===== src/rtl/vga_pkg.sv =====
// Shared types and framebuffer geometry for the VGA framebuffer arbiter.
package vga_pkg;

    localparam int unsigned FB_WIDTH  = 160;
    localparam int unsigned FB_HEIGHT = 120;
    localparam int unsigned FB_DEPTH  = 19200;

    typedef enum logic [1:0] {
        StIdle,
        StFetch,
        StWrite,
        StGap
    } fb_state_e;

    function automatic logic fb_in_range(input logic [31:0] addr);
        return addr < FB_DEPTH;
    endfunction

endpackage


===== src/rtl/fb_addr_gen.sv =====
// Scan position to framebuffer address: (v>>2)*160 + (h>>2), wrapped to AW bits.
module fb_addr_gen #(
    parameter int unsigned N  = 9,
    parameter int unsigned AW = 15
) (
    input  logic [N:0]    i_horiz_count,
    input  logic [N:0]    i_vert_count,
    output logic [AW-1:0] o_addr
);

    logic [AW-1:0] w_row;
    logic [AW-1:0] w_col;

    always_comb begin
        w_row  = AW'(i_vert_count >> 2);
        w_col  = AW'(i_horiz_count >> 2);
        o_addr = (w_row << 7) + (w_row << 5) + w_col;
    end

endmodule


===== src/rtl/vga_fb_arbiter.sv =====
// Shares one synchronous RAM port between display pixel fetches and a writer.
// Define FB_UNDERRUN_CNT_EN to build the 16-bit dropped-fetch counter.
module vga_fb_arbiter
    import vga_pkg::*;
#(
    parameter int unsigned N        = 9,
    parameter int unsigned AW       = 15,
    parameter int unsigned DW       = 8,
    parameter int unsigned MAX_WAIT = 8
) (
    input  logic          clk,
    input  logic          reset,
    input  logic          pix_tick,
    input  logic          disp_active,
    input  logic [N:0]    horiz_count,
    input  logic [N:0]    vert_count,
    input  logic          wr_req,
    input  logic [AW-1:0] wr_addr,
    input  logic [DW-1:0] wr_data,
    output logic          wr_ack,
    output logic          wr_err,
    output logic [AW-1:0] mem_addr,
    output logic          mem_we,
    output logic [DW-1:0] mem_wdata,
    input  logic [DW-1:0] mem_rdata,
    output logic [DW-1:0] pix_color,
    output logic          underrun,
    output logic [15:0]   underrun_count
);

    localparam logic [7:0] MaxWait = 8'(MAX_WAIT);

    fb_state_e     r_state, w_state_next;
    logic          r_pend, w_pend_next;
    logic [AW-1:0] r_pend_addr, w_pend_addr_next;
    logic [7:0]    r_wait_cnt, w_wait_next;
    logic [2:0]    r_fetch_v, r_blank_v;
    logic [DW-1:0] r_rd_buf, r_pix_color, r_mem_wdata;
    logic [AW-1:0] r_mem_addr, w_fetch_addr, w_issue_addr;
    logic          r_wr_ack, r_wr_err, r_mem_we, r_underrun;
    logic          w_tick, w_blank, w_port_ok, w_forced;
    logic          w_grant, w_issue, w_drop, w_in_range;

    fb_addr_gen #(
        .N  (N),
        .AW (AW)
    ) u_addr_gen (
        .i_horiz_count (horiz_count),
        .i_vert_count  (vert_count),
        .o_addr        (w_fetch_addr)
    );

    assign w_tick     = pix_tick & disp_active;
    assign w_blank    = pix_tick & ~disp_active;
    // Writes may only be granted when the previous cycle was not a write or its gap.
    assign w_port_ok  = (r_state == StIdle) || (r_state == StFetch);
    assign w_forced   = wr_req && (r_wait_cnt == MaxWait) && w_port_ok;
    assign w_in_range = fb_in_range(32'(wr_addr));

    always_comb begin
        w_grant          = 1'b0;
        w_issue          = 1'b0;
        w_drop           = 1'b0;
        w_issue_addr     = r_pend_addr;
        w_pend_next      = r_pend;
        w_pend_addr_next = r_pend_addr;

        if (w_forced) begin
            // Starved writer wins; the fetch due now is lost, a fresh tick takes the slot.
            w_grant          = 1'b1;
            w_drop           = r_pend | w_tick;
            w_pend_next      = r_pend & w_tick;
            w_pend_addr_next = w_fetch_addr;
        end else if (r_pend) begin
            w_issue          = 1'b1;
            w_pend_next      = w_tick;
            w_pend_addr_next = w_fetch_addr;
        end else if (w_tick) begin
            if (r_state == StIdle) begin
                w_issue      = 1'b1;
                w_issue_addr = w_fetch_addr;
            end else begin
                w_pend_next      = 1'b1;
                w_pend_addr_next = w_fetch_addr;
            end
        end else if (wr_req && w_port_ok) begin
            w_grant = 1'b1;
        end

        if (r_state == StWrite) begin
            w_state_next = StGap;
        end else if (w_grant) begin
            w_state_next = StWrite;
        end else if (w_issue) begin
            w_state_next = StFetch;
        end else begin
            w_state_next = StIdle;
        end

        if (w_grant || r_wr_ack) begin
            w_wait_next = '0;
        end else if (wr_req && (r_wait_cnt != MaxWait)) begin
            w_wait_next = r_wait_cnt + 8'd1;
        end else begin
            w_wait_next = r_wait_cnt;
        end
    end

    always_ff @(posedge clk or negedge reset) begin
        if (!reset) begin
            r_state     <= StIdle;
            r_pend      <= 1'b0;
            r_pend_addr <= '0;
            r_wait_cnt  <= '0;
            r_fetch_v   <= '0;
            r_blank_v   <= '0;
            r_rd_buf    <= '0;
            r_pix_color <= '0;
            r_mem_addr  <= '0;
            r_mem_wdata <= '0;
            r_mem_we    <= 1'b0;
            r_wr_ack    <= 1'b0;
            r_wr_err    <= 1'b0;
            r_underrun  <= 1'b0;
        end else begin
            r_state     <= w_state_next;
            r_pend      <= w_pend_next;
            r_pend_addr <= w_pend_addr_next;
            r_wait_cnt  <= w_wait_next;
            r_wr_ack    <= w_grant;
            r_wr_err    <= w_grant & ~w_in_range;
            r_mem_we    <= w_grant & w_in_range;
            r_underrun  <= r_underrun | w_drop;
            if (w_grant) begin
                r_mem_addr  <= wr_addr;
                r_mem_wdata <= wr_data;
            end else if (w_issue) begin
                r_mem_addr <= w_issue_addr;
            end
            // Address out, RAM read, buffer, then pixel: three edges after the tick.
            r_fetch_v <= {r_fetch_v[1:0], w_issue};
            r_blank_v <= {r_blank_v[1:0], w_blank};
            if (r_fetch_v[1]) begin
                r_rd_buf <= mem_rdata;
            end
            if (r_blank_v[2]) begin
                r_pix_color <= '0;
            end else if (r_fetch_v[2]) begin
                r_pix_color <= r_rd_buf;
            end
        end
    end

`ifdef FB_UNDERRUN_CNT_EN
    logic [15:0] r_underrun_cnt;

    always_ff @(posedge clk or negedge reset) begin
        if (!reset) begin
            r_underrun_cnt <= '0;
        end else if (w_drop && (r_underrun_cnt != 16'hFFFF)) begin
            r_underrun_cnt <= r_underrun_cnt + 16'd1;
        end
    end

    assign underrun_count = r_underrun_cnt;
`else
    assign underrun_count = '0;
`endif

    assign wr_ack    = r_wr_ack;
    assign wr_err    = r_wr_err;
    assign mem_addr  = r_mem_addr;
    assign mem_we    = r_mem_we;
    assign mem_wdata = r_mem_wdata;
    assign pix_color = r_pix_color;
    assign underrun  = r_underrun;

endmodule


===== config.mk =====
export PLATFORM = sky130hd
export DESIGN_NAME = vga_fb_arbiter
export DESIGN_NICKNAME = d
export VERILOG_FILES = /design/src/rtl/vga_pkg.sv /design/src/rtl/fb_addr_gen.sv /design/src/rtl/vga_fb_arbiter.sv
export SDC_FILE = /design/constraint.sdc
export NUM_CORES = 1
export LEC_CHECK = 0
export ABC_AREA = 1
export BUFFER_PORTS_ARGS = -buffer_cell sky130_fd_sc_hd__buf_2
export CAP_MARGIN = 20
export CORE_ASPECT_RATIO = 1.4
export CORE_MARGIN = 1.5
export CORE_UTILIZATION = 48
export CTS_CLUSTER_SIZE = 8
export DETAILED_ROUTE_END_ITERATION = 10
export HOLD_SLACK_MARGIN = 0.03
export PLACE_DENSITY = 0.76
export SYNTH_ARGS = -nofsm -noshare
export SYNTH_HDL_FRONTEND = slang
export SYNTH_HIERARCHICAL = 1
export SYNTH_SLANG_ARGS = --single-unit

===== constraint.sdc =====
create_clock -name clk -period 1.5 [get_ports clk]
set_input_delay 0 -clock clk [delete_from_list [all_inputs] [get_ports clk]]
set_output_delay 0 -clock clk [all_outputs]
set_load 0.02 [all_outputs]

# Yosys cells after proc, flatten, opt, wreduce, memory -nomap -nowiden
# Cells that the tools add are included.
# totals
register_bits	75
inputBits	56
out_inout_bits	51
# classes
add_sub_neg	3
order_cmp	1
eq_ne	5
n_mux	30
bitwise	9
n_reduce_logical	12
# ops
operator	count
15-bit two-way mux	10
8-bit two-way mux	4
15-bit by 13-bit adder with 15-bit output	1
15-bit by 8-bit adder with 15-bit output	1
15-bit < comparator, second input constant	1
1-bit two-way mux	14
8-bit by 1-bit adder with 8-bit output, second input constant	1
8-bit by 4-bit == test with 1-bit output, second input constant	1
8-bit by 4-bit != test with 1-bit output, second input constant	1
2-bit nonzero test	3
1-bit bitwise AND	5
1-bit logical AND	4
2-bit two-way mux	2
3-bit != test, second input constant	1
3-bit nonzero test	1
2-bit by 1-bit == test with 1-bit output, second input constant	1
2-bit == test, second input constant	1
2-bit zero test	1
1-bit logical OR	2
1-bit inverter	2
1-bit OR	2
2-bit AND reduction	1

# Logic depth before layout (Yosys ltp)
# Gate-level depths: netlist of the first run.
# logic_depth
word_depth	9
mapped_depth	15

# Modules after synthesis
# The synthesis of the first run kept the hierarchy.
# modules_own_cells
mod	instances	cells_per_inst	area_each_um2	seq_area_each_um2
vga_fb_arbiter	1	423	3589.7	1876.8
fb_addr_gen	1	92	579.3	0.0

# Worst setup path after synthesis of the first run
# No wires, ideal clock.
# synth_path
path_type	input to register
from	input horiz_count[9]
to	register r_mem_addr[14] (netlist: mem_addr[14])
setup_ns	0.124
t_arrival_ns	1.636
required_ns	1.376
setup_slack_ns	-0.260
path_stages	13
n_path_buf	0
path_cell_list	inv_1 fa_1 fa_1 inv_1 nand2_1 nand2_2 nand3_1 nand3_1 nand2_1 inv_1 nand3_1 nand3_1 nand3_1
# synth_via
elab_chain_cells	7
# synth_rtl
item	line_no	rtl
start: declaration	vga_fb_arbiter.sv:15	input logic [N:0] horiz_count,
15-bit by 8-bit adder with 15-bit output	fb_addr_gen.sv:17	o_addr = (w_row << 7) + (w_row << 5) + w_col;
via w_fetch_addr[14]	vga_fb_arbiter.sv:39	logic [AW-1:0] r_mem_addr, w_fetch_addr, w_issue_addr;
15-bit two-way mux	vga_fb_arbiter.sv:79	if (r_state == StIdle) begin
15-bit two-way mux	vga_fb_arbiter.sv:78	end else if (w_tick) begin
15-bit two-way mux	vga_fb_arbiter.sv:74	end else if (r_pend) begin
15-bit two-way mux	vga_fb_arbiter.sv:68	if (w_forced) begin
15-bit two-way mux	vga_fb_arbiter.sv:137	end else if (w_issue) begin
15-bit two-way mux	vga_fb_arbiter.sv:134	if (w_grant) begin
end signal: assignment	vga_fb_arbiter.sv:135	r_mem_addr <= wr_addr;
end signal: assignment	vga_fb_arbiter.sv:138	r_mem_addr <= w_issue_addr;
end: declaration	vga_fb_arbiter.sv:39	
# The timed path passes the listed nets, and every way through them passes these cells. The select of a mux whose other input is x is not followed.
# A chain may end at the register's enable or synchronous reset.

# Worst setup path after layout of the first run
# layout_path
from	register r_wait_cnt[1]
to	register r_pend_addr[1]
# layout_via
elab_chain_cells	5
elab_cells_between_ends	7
cone_classes	eq/ne (2); mux (1); reduce/logical (4)
# layout_rtl
item	line_no	rtl
start: declaration	vga_fb_arbiter.sv:36	logic [7:0] r_wait_cnt, w_wait_next;
start signal: assignment	vga_fb_arbiter.sv:129	r_wait_cnt <= w_wait_next;
8-bit by 4-bit == test with 1-bit output (*)	vga_fb_arbiter.sv:57	assign w_forced = wr_req && (r_wait_cnt == MaxWait) && w_port_ok;
1-bit logical AND (*) (2 in series)	vga_fb_arbiter.sv:57	
3-bit != test (no line) or 3-bit nonzero test (tied branches)	--	
2-bit AND reduction (no line)	--	
end signal: assignment	vga_fb_arbiter.sv:128	r_pend_addr <= w_pend_addr_next;
end: declaration	vga_fb_arbiter.sv:35	logic [AW-1:0] r_pend_addr, w_pend_addr_next;
# Every way passes the cells marked *; elsewhere a longest branch is shown, timed or not.

==> results of run 1 <==
-- flip-flops by register name, indices dropped and copies added (netlist names) --
name and count:
wr_ack 1, r_blank_v 3, mem_addr 15, underrun 1, mem_we 1, wr_err 1, r_state 2, r_wait_cnt 8
r_rd_buf 8, r_fetch_v 3, mem_wdata 8, r_pend_addr 15, r_pend 1, pix_color 8
-- cells by family (layout without fill, tap and decap cells) --
kind of cell             after synthesis  in the layout
buffers and inverters                127            275
other                                  1             16
adder cells (fa/ha/maj)               19             19
AND/OR/NAND/NOR                      240            241
AO/OA/AOI/OAI                         50             50
XOR/XNOR                               3              3
flip-flops                            75             75
-- synthesized netlist by cell type (5+ instances only) --
| cell type | n |
|---|---|
| nand2_1 | 129 |
| inv_1 | 87 |
| dfrtp_1 | 75 |
| nand3_1 | 73 |
| o21ai_0 | 29 |
| buf_4 | 26 |
| ha_1 | 17 |
| nor2_1 | 13 |
| o22ai_1 | 10 |
| buf_2 | 6 |
| nand4_1 | 6 |
| a21oi_1 | 5 |
-- layer usage --
layer | up-vias | part of all wire, %
met5 | - | 0
met4 | 0 | 2.8
met3 | 23 | 3.6
met2 | 112 | 56
met1 | 1903 | 38
li1 | 1909 | -
-- area by class of cell --
cell class | count | share of cell area, %
Sequential cell | 75 | 31.4
Multi-Input combinational cell | 329 | 33.9
Clock buffer | 11 | 4.07
Tap cell | 105 | 2.20
Inverter | 90 | 5.87
Clock inverter | 5 | 0.881
Timing Repair Buffer | 169 | 21.7
-- critical path, stage by stage (launching register included) --
cell     delay [ns]
dfrtp_1        0.39
inv_2          0.09
ha_4           0.14
nand3_4        0.09
nor2_8         0.19
nand2_8        0.12
nand3_4        0.14
buf_16         0.15
nand2_1        0.06
o21ai_0        0.08
-- path summary, 6_finish.rpt --
kind	to	depth (start not counted)
worst max-delay path	r_pend_addr[1]	9
worst min-delay path	r_pend_addr[5]	4
worst max register to register	r_pend_addr[1]	9
worst min register to register	r_fetch_v[1]	0
max in group asynchronous	mem_addr[8]	3
min in group asynchronous	r_pend_addr[1]	2
-- through the flow --
step	util, %	setup TNS (ns)	setup WS (ns)	power (mW)	std cells
after CTS	67.6	-0.0796	-0.0140	9.25	779
after global placement	56.6	-4.03	-0.351	6.53	714
after floorplan	-	-0.527	-0.120	5.51	530
after global routing	70.1	-2.04	-0.0976	10.1	784
final	70.1	-0.335	-0.0410	9.50	784
after detailed placement	56.6	-5.71	-0.439	6.68	714
-- timing repair --
item / in CTS / in global routing
endpoints found under the setup margin: 40 / 40
hold buffers: 40 / 0
cloned: 3 / 0
endpoints found under the hold margin: 84 / 0
pin swaps: 21 / 17
buffers inserted: 6 / 5
resized for setup: 36 / 42
-- report_power, final --
group	switching (mW)	internal (mW)
logic	2.46	1.64
clock network	0.802	1.32
registers	0.444	2.83
total	3.71	5.79
==> flow_metrics.py, run 1 <==
metrics = {
    "yosys": {
        "synth_top_area_share_pct": 45.0,
        "synth.distinct_cells": 33,
        "syn-cell-area_sq_um": 4170,
        "muxShareOfSynthArea_pct": 0,
        "yosys_warnings": 6,
        "ys.flop_type": "dfrtp_1",
        "synth-simple-area-share_pct": 26.4,
        "synth_top_family_by_area": "simple AND/OR/NAND/NOR gates",
        "async_flop_share_pct": 100,
        "avgSynthCellArea_sq_um": 8.10,
        "syn_inst": 515,
        "synth_edf_count": 0,
        "synth-xor-area-share_pct": 0.630,
        "synth-seq-area-share_pct": 45.0,
        "yosys-top-cells-area": "dfrtp_1 (45%), nand2_1 (12%), nand3_1 (8.8%), inv_1 (7.8%), ha_1 (5.1%)",
        "synth_compound_area_share_pct": 7.29,
        "synth_top_area_cell": "dfrtp_1",
        "synthAdderAreaFrac_pct": 6.06,
        "ys_seq_elements": 75,
    },
    "placed_design": {
        "dpl.hpwl_um": 7120,
        "numPortBuffers": 86,
        "gpl.final_weighted_congestion": 0.873,
        "dpl-instance-area_sq_um": 4820,
    },
    "global_routing": {
        "grt_use_met1_pct": 26.2,
        "grt_use_met3_pct": 3.79,
        "busiest_layer": "met2",
        "grt_pass1_vias": 3882,
        "grt_max_degree": 47,
        "track_usage_pct": 24.4,
        "grt_pass1_wl_um": 17300,
        "antenna_found_initial": 0,
        "grtUsageMet2_pct": 44.9,
        "grt_overflow": 0,
    },
    "power": {
        "vdd_drop_max_v": 0.00108,
        "p_leak_nw": 3.17,
        "powerDensity_nw_per_um2": 1590,
    },
    "hold_path": {
        "worstHoldStart": "horiz_count[7]",
        "hold_path.class": "in -> reg",
    },
    "cts": {
        "cts_root_buffer": "clkbuf_16",
        "cts_buffer_depth": 2,
        "htreeDepth": 3,
        "cts_inserted_buffers": 9,
        "clk_pin_slew_worst_paths_ns": 0.06,
        "clock_latency_ns": 0.33,
        "cts_tree": "built",
        "cts_sinks": 75,
    },
    "die": {
        "num_rows": 40,
        "core_area_sq_um": 8510,
        "die_h_um": 113,
        "die_x_um": 81.8,
        "start_util_pct": 49.0,
        "boundaryPins": 107,
        "dieArea_sq_um": 9260,
    },
    "cells_and_area": {
        "nets": 749,
        "fin_area_sq_um": 5970,
        "multi_input_area_sq_um": 2020,
        "seq_area_sq_um": 1880,
        "final_cell_mix": "nand2_1 (119), buf_2 (82), inv_1 (78)",
        "antenna_cells": 0,
        "area_delta_synth_final_pct": 43.2,
        "final_common_cell": "nand2_1",
        "num-fill-cells": 635,
        "layout-drive-gt1-share_pct": 32.1,
    },
    "setup_path": {
        "cp.arrival_ns": 1.79,
        "critPathKind": "reg -> reg",
        "critical_path_required_ns": 1.75,
        "crit_path_end_kind": "flop",
        "reg2reg_setup_slack_ns": -0.04,
        "startpoint": "r_wait_cnt[1]",
        "r2r-start": "r_wait_cnt[1]",
        "cp-start-kind": "flop",
        "crit_fanout": 15,
    },
    "sta": {
        "worst_pin_slew_ns": 0.584,
        "skew_ns": 0.00679,
        "period_share_pct": 103,
        "slew_headroom_pct": 61.1,
        "setup_ws_ns": -0.0410,
        "setup_viol_count_final": 18,
        "finalMaxSlewViolations": 0,
        "hold_viol": 0,
        "finalCriticalPeriod_ns": 1.54,
        "fmax_mhz": 649,
        "hold_ws_ns": 0.0709,
        "rsz0062_at_grt": "yes",
    },
    "detailed_routing": {
        "dr.pass1.iters": 5,
        "drc": 0,
        "drt-total-wl_um": 11100,
        "viasPerCell": 5.03,
        "drt-initial-drc-count": 157,
        "vias": 3947,
        "drtAntennaViolNets": 0,
        "avgRoutedWirePerCell_um": 14.2,
    },
    "run_status": {
        "violations": "negative setup slack",
        "status": "finished with violations",
    },
    "flow_run": {
        "maxCapViolCount": 0,
    },
}
(Power assumes the default switching activity.)
==> run 2, diff against run 1 <==
Settings changed: ABC_AREA 1 to unset, CORE_UTILIZATION 48 to 47.
==> run 2 against run 1 <==
  * The flow still finishes with violations (negative setup slack)
  * Register-to-register slack got worse by 0.49 ns
  * Worst setup slack got worse by 0.49 ns
  * Synthesized cell count decreased by 38%
  * Combinational power decreased by 2%
  * Sequential power increased by 4%
  * Via count decreased by 23%
  * Area after synthesis decreased by 8.0%
  * Routed wire length decreased by 16%
  * Clock skew increased by 0.0024 ns
==> flow_metrics.py, run 2 <==
metrics = {
    "cells_and_area": {
        "instances_no_fill": 604,
        "area_delta_synth_final_pct": 44.2,
        "antenna_cells": 0,
        "post-route-util_pct": 70.5,
        "nets": 574,
        "layout-drive-gt1-share_pct": 44.0,
        "final_cell_mix": "buf_2 (84), dfrtp_1 (75), buf_4 (50)",
        "final_common_cell": "buf_2",
    },
    "setup_path": {
        "cp-start-kind": "flop",
        "cp.arrival_ns": 2.26,
        "ff2ff_path_depth": 7,
        "crit_path_end_kind": "flop",
        "crit_fanout": 17,
        "critPathKind": "reg -> reg",
        "critical_path_required_ns": 1.73,
    },
    "placed_design": {
        "dp_cells": 539,
        "numPortBuffers": 86,
        "dpl.hpwl_um": 6440,
        "gpl.final_weighted_congestion": 0.838,
        "place_ws_ns": -0.803,
    },
    "yosys": {
        "synth_edf_count": 0,
        "ys_seq_elements": 75,
        "synth.distinct_cells": 50,
        "synth_common_cells": "dfrtp_1 (75), mux2_2 (31), nor2_1 (30), mux2i_1 (24), buf_4 (23)",
        "yosys_warnings": 6,
        "syn-cell-area_sq_um": 3830,
        "yosysMostFrequentCell": "dfrtp_1",
        "avgSynthCellArea_sq_um": 12.0,
        "syn_inst": 320,
        "synth_top_area_share_pct": 49.0,
        "ys.flop_type": "dfrtp_1",
        "synth-seq-area-share_pct": 49.0,
        "synth_top_area_cell": "dfrtp_1",
        "async_flop_share_pct": 100,
        "yosys-top-cells-area": "dfrtp_1 (49%), mux2_2 (9.1%), mux2i_1 (6.3%), ha_1 (5.5%), buf_4 (4.5%)",
    },
    "detailed_routing": {
        "avgRoutedWirePerCell_um": 15.4,
        "vias": 3038,
        "viasPerCell": 5.03,
        "drtAntennaViolNets": 0,
        "drt-initial-drc-count": 161,
        "dr.pass1.iters": 4,
        "drc": 0,
        "drt-total-wl_um": 9310,
    },
    "global_routing": {
        "grt_max_degree": 35,
        "grt_pass1_wl_um": 14700,
        "grt_overflow": 0,
        "track_usage_pct": 22.3,
        "antenna_found_initial": 0,
        "grt_pass1_vias": 3159,
    },
    "hold_path": {
        "hold_path.class": "in -> reg",
        "hold_depth": 3,
    },
    "flow_run": {
        "maxCapViolCount": 0,
    },
    "cts": {
        "cts_inserted_buffers": 9,
        "cts_root_buffer": "clkbuf_8",
        "clock_latency_ns": 0.35,
        "cts_buffer_depth": 2,
        "cts_sinks": 75,
        "clk_pin_slew_worst_paths_ns": 0.07,
        "htreeDepth": 3,
        "cts_tree": "built",
    },
    "sta": {
        "finalMaxSlewViolations": 0,
        "hold_viol": 0,
        "finalCriticalPeriod_ns": 2.03,
        "period_share_pct": 136,
        "setup_viol_count_final": 54,
        "hold_ws_ns": 0.0787,
        "setup_ws_ns": -0.534,
        "rsz0062_at_grt": "yes",
        "worst_pin_slew_ns": 0.541,
        "skew_ns": 0.00923,
        "slew_headroom_pct": 63.9,
        "fmax_mhz": 492,
    },
    "die": {
        "dieArea_sq_um": 8720,
        "boundaryPins": 107,
        "core_area_sq_um": 7850,
        "die_x_um": 79.3,
        "die_h_um": 110,
        "num_rows": 38,
        "start_util_pct": 48.9,
    },
    "power": {
        "vdd_drop_max_v": 0.000918,
        "p_leak_nw": 2.72,
        "powerDensity_nw_per_um2": 1610,
        "p_total_mw": 8.89,
    },
    "run_status": {
        "violations": "negative setup slack",
        "status": "finished with violations",
    },
}
==> run 2: metal layers <==
layer  vias to the layer above  global-route usage (%)  wire, um
li1                       1458                       -         -
met1                      1465                    24.7      3520
met2                        89                    39.8      5150
met3                        26                    5.56       366
met4                         0                    10.5       276
met5                         -                       0         0
==> run 2: cells by family (layout without fill, tap and decap cells) <==
kind of cell	Yosys count	after routing	share of synthesized area [%]
flip-flops	75	75	49.0
XOR/XNOR	12	12	2.74
buffers and inverters	45	214	7.02
AND/OR/NAND/NOR	72	72	9.63
multiplexers	55	55	15.4
adder cells (fa/ha/maj)	19	19	6.59
AO/OA/AOI/OAI	41	41	9.60
other	1	16	0.0978
==> run 2: cell type report <==
cell class	instances	area [sq um]
clock buffer	10	138
inverter	12	65.1
timing repair inverter	1	11.3
fill	590	2320
sequential	75	1880
multi-input combinational	215	1880
tap	100	125
clock inverter	6	47.5
timing repair buffer	185	1380
==> run 2: per-stage QoR <==
| step | TNS [ns] | area [sq um] |
|---|---|---|
| finish | -24.96 | 5530 |
| global route | -27.87 | 5530 |
| CTS | -24.50 | 5430 |
| detailed placement | -29.80 | 4750 |
| global placement | -27.70 | 4750 |
| floorplan | -18.55 | 4010 |
==> run 2: critical path, stage by stage, from the launching register on <==
cell	delay [ns]
dfrtp_1	0.39
inv_2	0.07
ha_1	0.14
or4b_4	0.54
o32ai_4	0.27
buf_12	0.19
nor2_1	0.05
a221o_1	0.27
==> run 2: power by group <==
group          internal (mW)  total [mW]  switching (mW)
clock                  0.662        1.44           0.781
sequential              2.86        3.41           0.542
combinational           2.04        4.04            2.00
==> run 2: final timing paths <==
| check | from | endpoint | slack, ns |
|---|---|---|---|
| setup / recovery | r_wait_cnt[0] | mem_addr[4] | -0.53 |
| hold / removal | horiz_count[7] | r_pend_addr[5] | 0.08 |
| setup reg to reg | r_wait_cnt[0] | mem_addr[4] | -0.53 |
| hold reg to reg | r_blank_v[0] | r_blank_v[1] | 0.35 |
| max in group asynchronous | reset | r_pend_addr[9] | 0.86 |
| min in group asynchronous | reset | r_pend_addr[12] | 0.13 |
==> run 2: timing repair <==
action	in CTS	in global routing
cloned	2	1
setup buffers	4	2
setup endpoints to repair	54	54
pin swaps	1	2
resized for setup	6	16
hold endpoints to repair	114	0
hold buffers	40	0
==> run 3, diff against run 2 <==
Settings changed: PLACE_DENSITY 0.76 to 0.78.
==> run 3 against run 2 <==
  * The run still ends with negative setup slack left
  * Clock power grew 31%
  * Hold slack gained 0.0041 ns
  * Non-clock buffer count decreased by 6
  * Die area unchanged
  * Clock skew shrank 0.0049 ns
  * Worst setup slack better by 0.041 ns
  * Maximum frequency is 2.1% higher
  * Sequential share of layout area is 0.45 points higher
  * Routed wire length down 1.1%
  * Cell count fell by 1.2%
  * Critical endpoint is now mem_addr[9]
==> flow_metrics.py, run 3 (same netlist as run 2, synthesis figures left out) <==
metrics = {
    "run_status": {
        "status": "finished with violations",
        "violations": "negative setup slack",
    },
    "detailed_routing": {
        "drt-total-wl_um": 9210,
        "drtAntennaViolNets": 0,
        "dr.pass1.iters": 4,
        "vias": 3076,
        "viasPerCell": 5.15,
        "avgRoutedWirePerCell_um": 15.4,
        "drt-initial-drc-count": 112,
        "drc": 0,
    },
    "sta": {
        "skew_ns": 0.00438,
        "setup_viol_count_final": 54,
        "finalMaxSlewViolations": 0,
        "setup_ws_ns": -0.493,
        "fmax_mhz": 502,
        "period_share_pct": 133,
        "hold_viol": 0,
        "rsz0062_at_grt": "yes",
        "finalCriticalPeriod_ns": 1.99,
        "hold_ws_ns": 0.0828,
    },
    "cells_and_area": {
        "antenna_cells": 0,
        "nets": 568,
        "area_delta_synth_final_pct": 42.3,
        "final_cell_mix": "buf_2 (85), dfrtp_1 (75), buf_4 (44)",
        "multi_input_area_sq_um": 1850,
        "num-fill-cells": 566,
        "instances_no_fill": 597,
        "seq_area_sq_um": 1880,
        "layout-drive-gt1-share_pct": 42.5,
        "final_common_cell": "buf_2",
    },
    "setup_path": {
        "cp-start-kind": "flop",
        "cp.arrival_ns": 2.24,
        "crit_path_end_kind": "flop",
        "critPathKind": "reg -> reg",
        "crit_fanout": 17,
        "critical_path_required_ns": 1.75,
        "reg2reg_setup_slack_ns": -0.49,
    },
    "cts": {
        "clock_latency_ns": 0.36,
        "cts_buffer_depth": 2,
        "cts_inserted_buffers": 9,
        "clk_pin_slew_worst_paths_ns": 0.07,
        "htreeDepth": 3,
        "cts_sinks": 75,
        "cts_root_buffer": "clkbuf_8",
        "cts_tree": "built",
    },
    "die": {
        "die_x_um": 79.3,
        "start_util_pct": 48.9,
        "core_area_sq_um": 7850,
        "dieArea_sq_um": 8720,
        "num_rows": 38,
        "boundaryPins": 107,
        "die_h_um": 110,
    },
    "power": {
        "p_leak_nw": 2.68,
        "combPwrFrac_pct": 42.3,
        "vdd_drop_max_v": 0.00101,
        "powerDensity_nw_per_um2": 1680,
        "clkPwrFrac_pct": 20.5,
        "cellInternalPower_mw": 5.96,
        "switching_share_pct": 35.0,
        "p_sw_mw": 3.21,
        "p_seq_share_pct": 37.2,
    },
    "global_routing": {
        "antenna_found_initial": 0,
        "grt_pass1_vias": 3115,
        "track_usage_pct": 22.8,
        "grt_overflow": 0,
        "grt_max_degree": 34,
        "grt_pass1_wl_um": 14900,
    },
    "placed_design": {
        "numPortBuffers": 86,
        "gpl.final_weighted_congestion": 0.877,
        "dp_cells": 536,
        "dpl.hpwl_um": 6490,
    },
    "hold_path": {
        "hold_path.class": "in -> reg",
    },
    "flow_run": {
        "maxCapViolCount": 0,
    },
}
## run 3: changes by cell type in the layout (fill, tap and decap cells not counted), sizes merged
cell | previous run | this run
bufinv | 0 | 3
buf | 142 | 139
clkbuf | 13 | 11
inv | 15 | 11
clkinvlp | 1 | 0
## run 3: worst max-delay path, stage by stage, from the launching register on
cell and delay, ns:
dfrtp_1 0.39, inv_2 0.06, ha_1 0.12, or4b_4 0.52, o32ai_4 0.26, buf_12 0.19, nor2_2 0.07, a221o_1 0.26
## run 3: repair_timing
item / CTS / global route
hold buffers: 39 / 1
cloned: 1 / 0
endpoints found under the setup margin: 54 / 54
endpoints found under the hold margin: 114 / 1
pin swaps: 2 / 1
buffers inserted: 4 / 1
resized for setup: 7 / 5
## run 3: through the flow
stage	setup slack, ns	total power, mW	setup TNS (ns)	util, %	area (sq um)
4_1_cts	-0.497	9.20	-23.37	69.0	5420
3_5_place_dp	-0.815	7.11	-29.07	60.3	4730
3_3_place_gp	-0.736	6.94	-27.08	60.3	4730
2_1_floorplan	-0.514	5.80	-18.55	-	4010
6_report	-0.493	9.17	-22.55	69.5	5460
5_1_grt	-0.598	9.73	-27.11	69.5	5460
## run 3: layout make-up
cell class              count  area share (%)
clock buffers              11            2.59
clock inverters             4            1.81
inverters                  12            1.06
multi-input cells         215            33.9
flip-flops and latches     75            34.4
well taps                 100            2.29
repair buffers            179            23.7
repair inverters            1           0.161
## run 3: power groups by stage
stage | Clock (mW) | Combinational (mW) | Sequential, mW
2_1_floorplan | 0 | 1.98 | 3.83
3_5_place_dp | 0 | 3.68 | 3.42
3_3_place_gp | 0 | 3.57 | 3.37
4_1_cts | 1.92 | 3.88 | 3.40
5_1_grt | 2.01 | 4.21 | 3.51
6_report | 1.88 | 3.88 | 3.41
## run 3: path summary, 6_finish.rpt
| kind | startpoint | end | cells past startpoint |
|---|---|---|---|
| hold / removal | pix_tick | r_pend | 3 |
| max in group asynchronous | reset | r_pend_addr[12] | 3 |
| setup reg to reg | r_wait_cnt[0] | mem_addr[9] | 7 |
| hold reg to reg | r_fetch_v[0] | r_fetch_v[1] | 0 |
| min in group asynchronous | reset | r_wait_cnt[0] | 2 |
| setup / recovery | r_wait_cnt[0] | mem_addr[9] | 7 |
## run 3: layer usage
layer / track usage (%) / up-vias / wire length (um)
li1: - / 1447 / -
met1: 24.7 / 1518 / 3470
met2: 41.1 / 88 / 5070
met3: 5.31 / 23 / 343
met4: 11.8 / 0 / 315
met5: 0 / - / 0
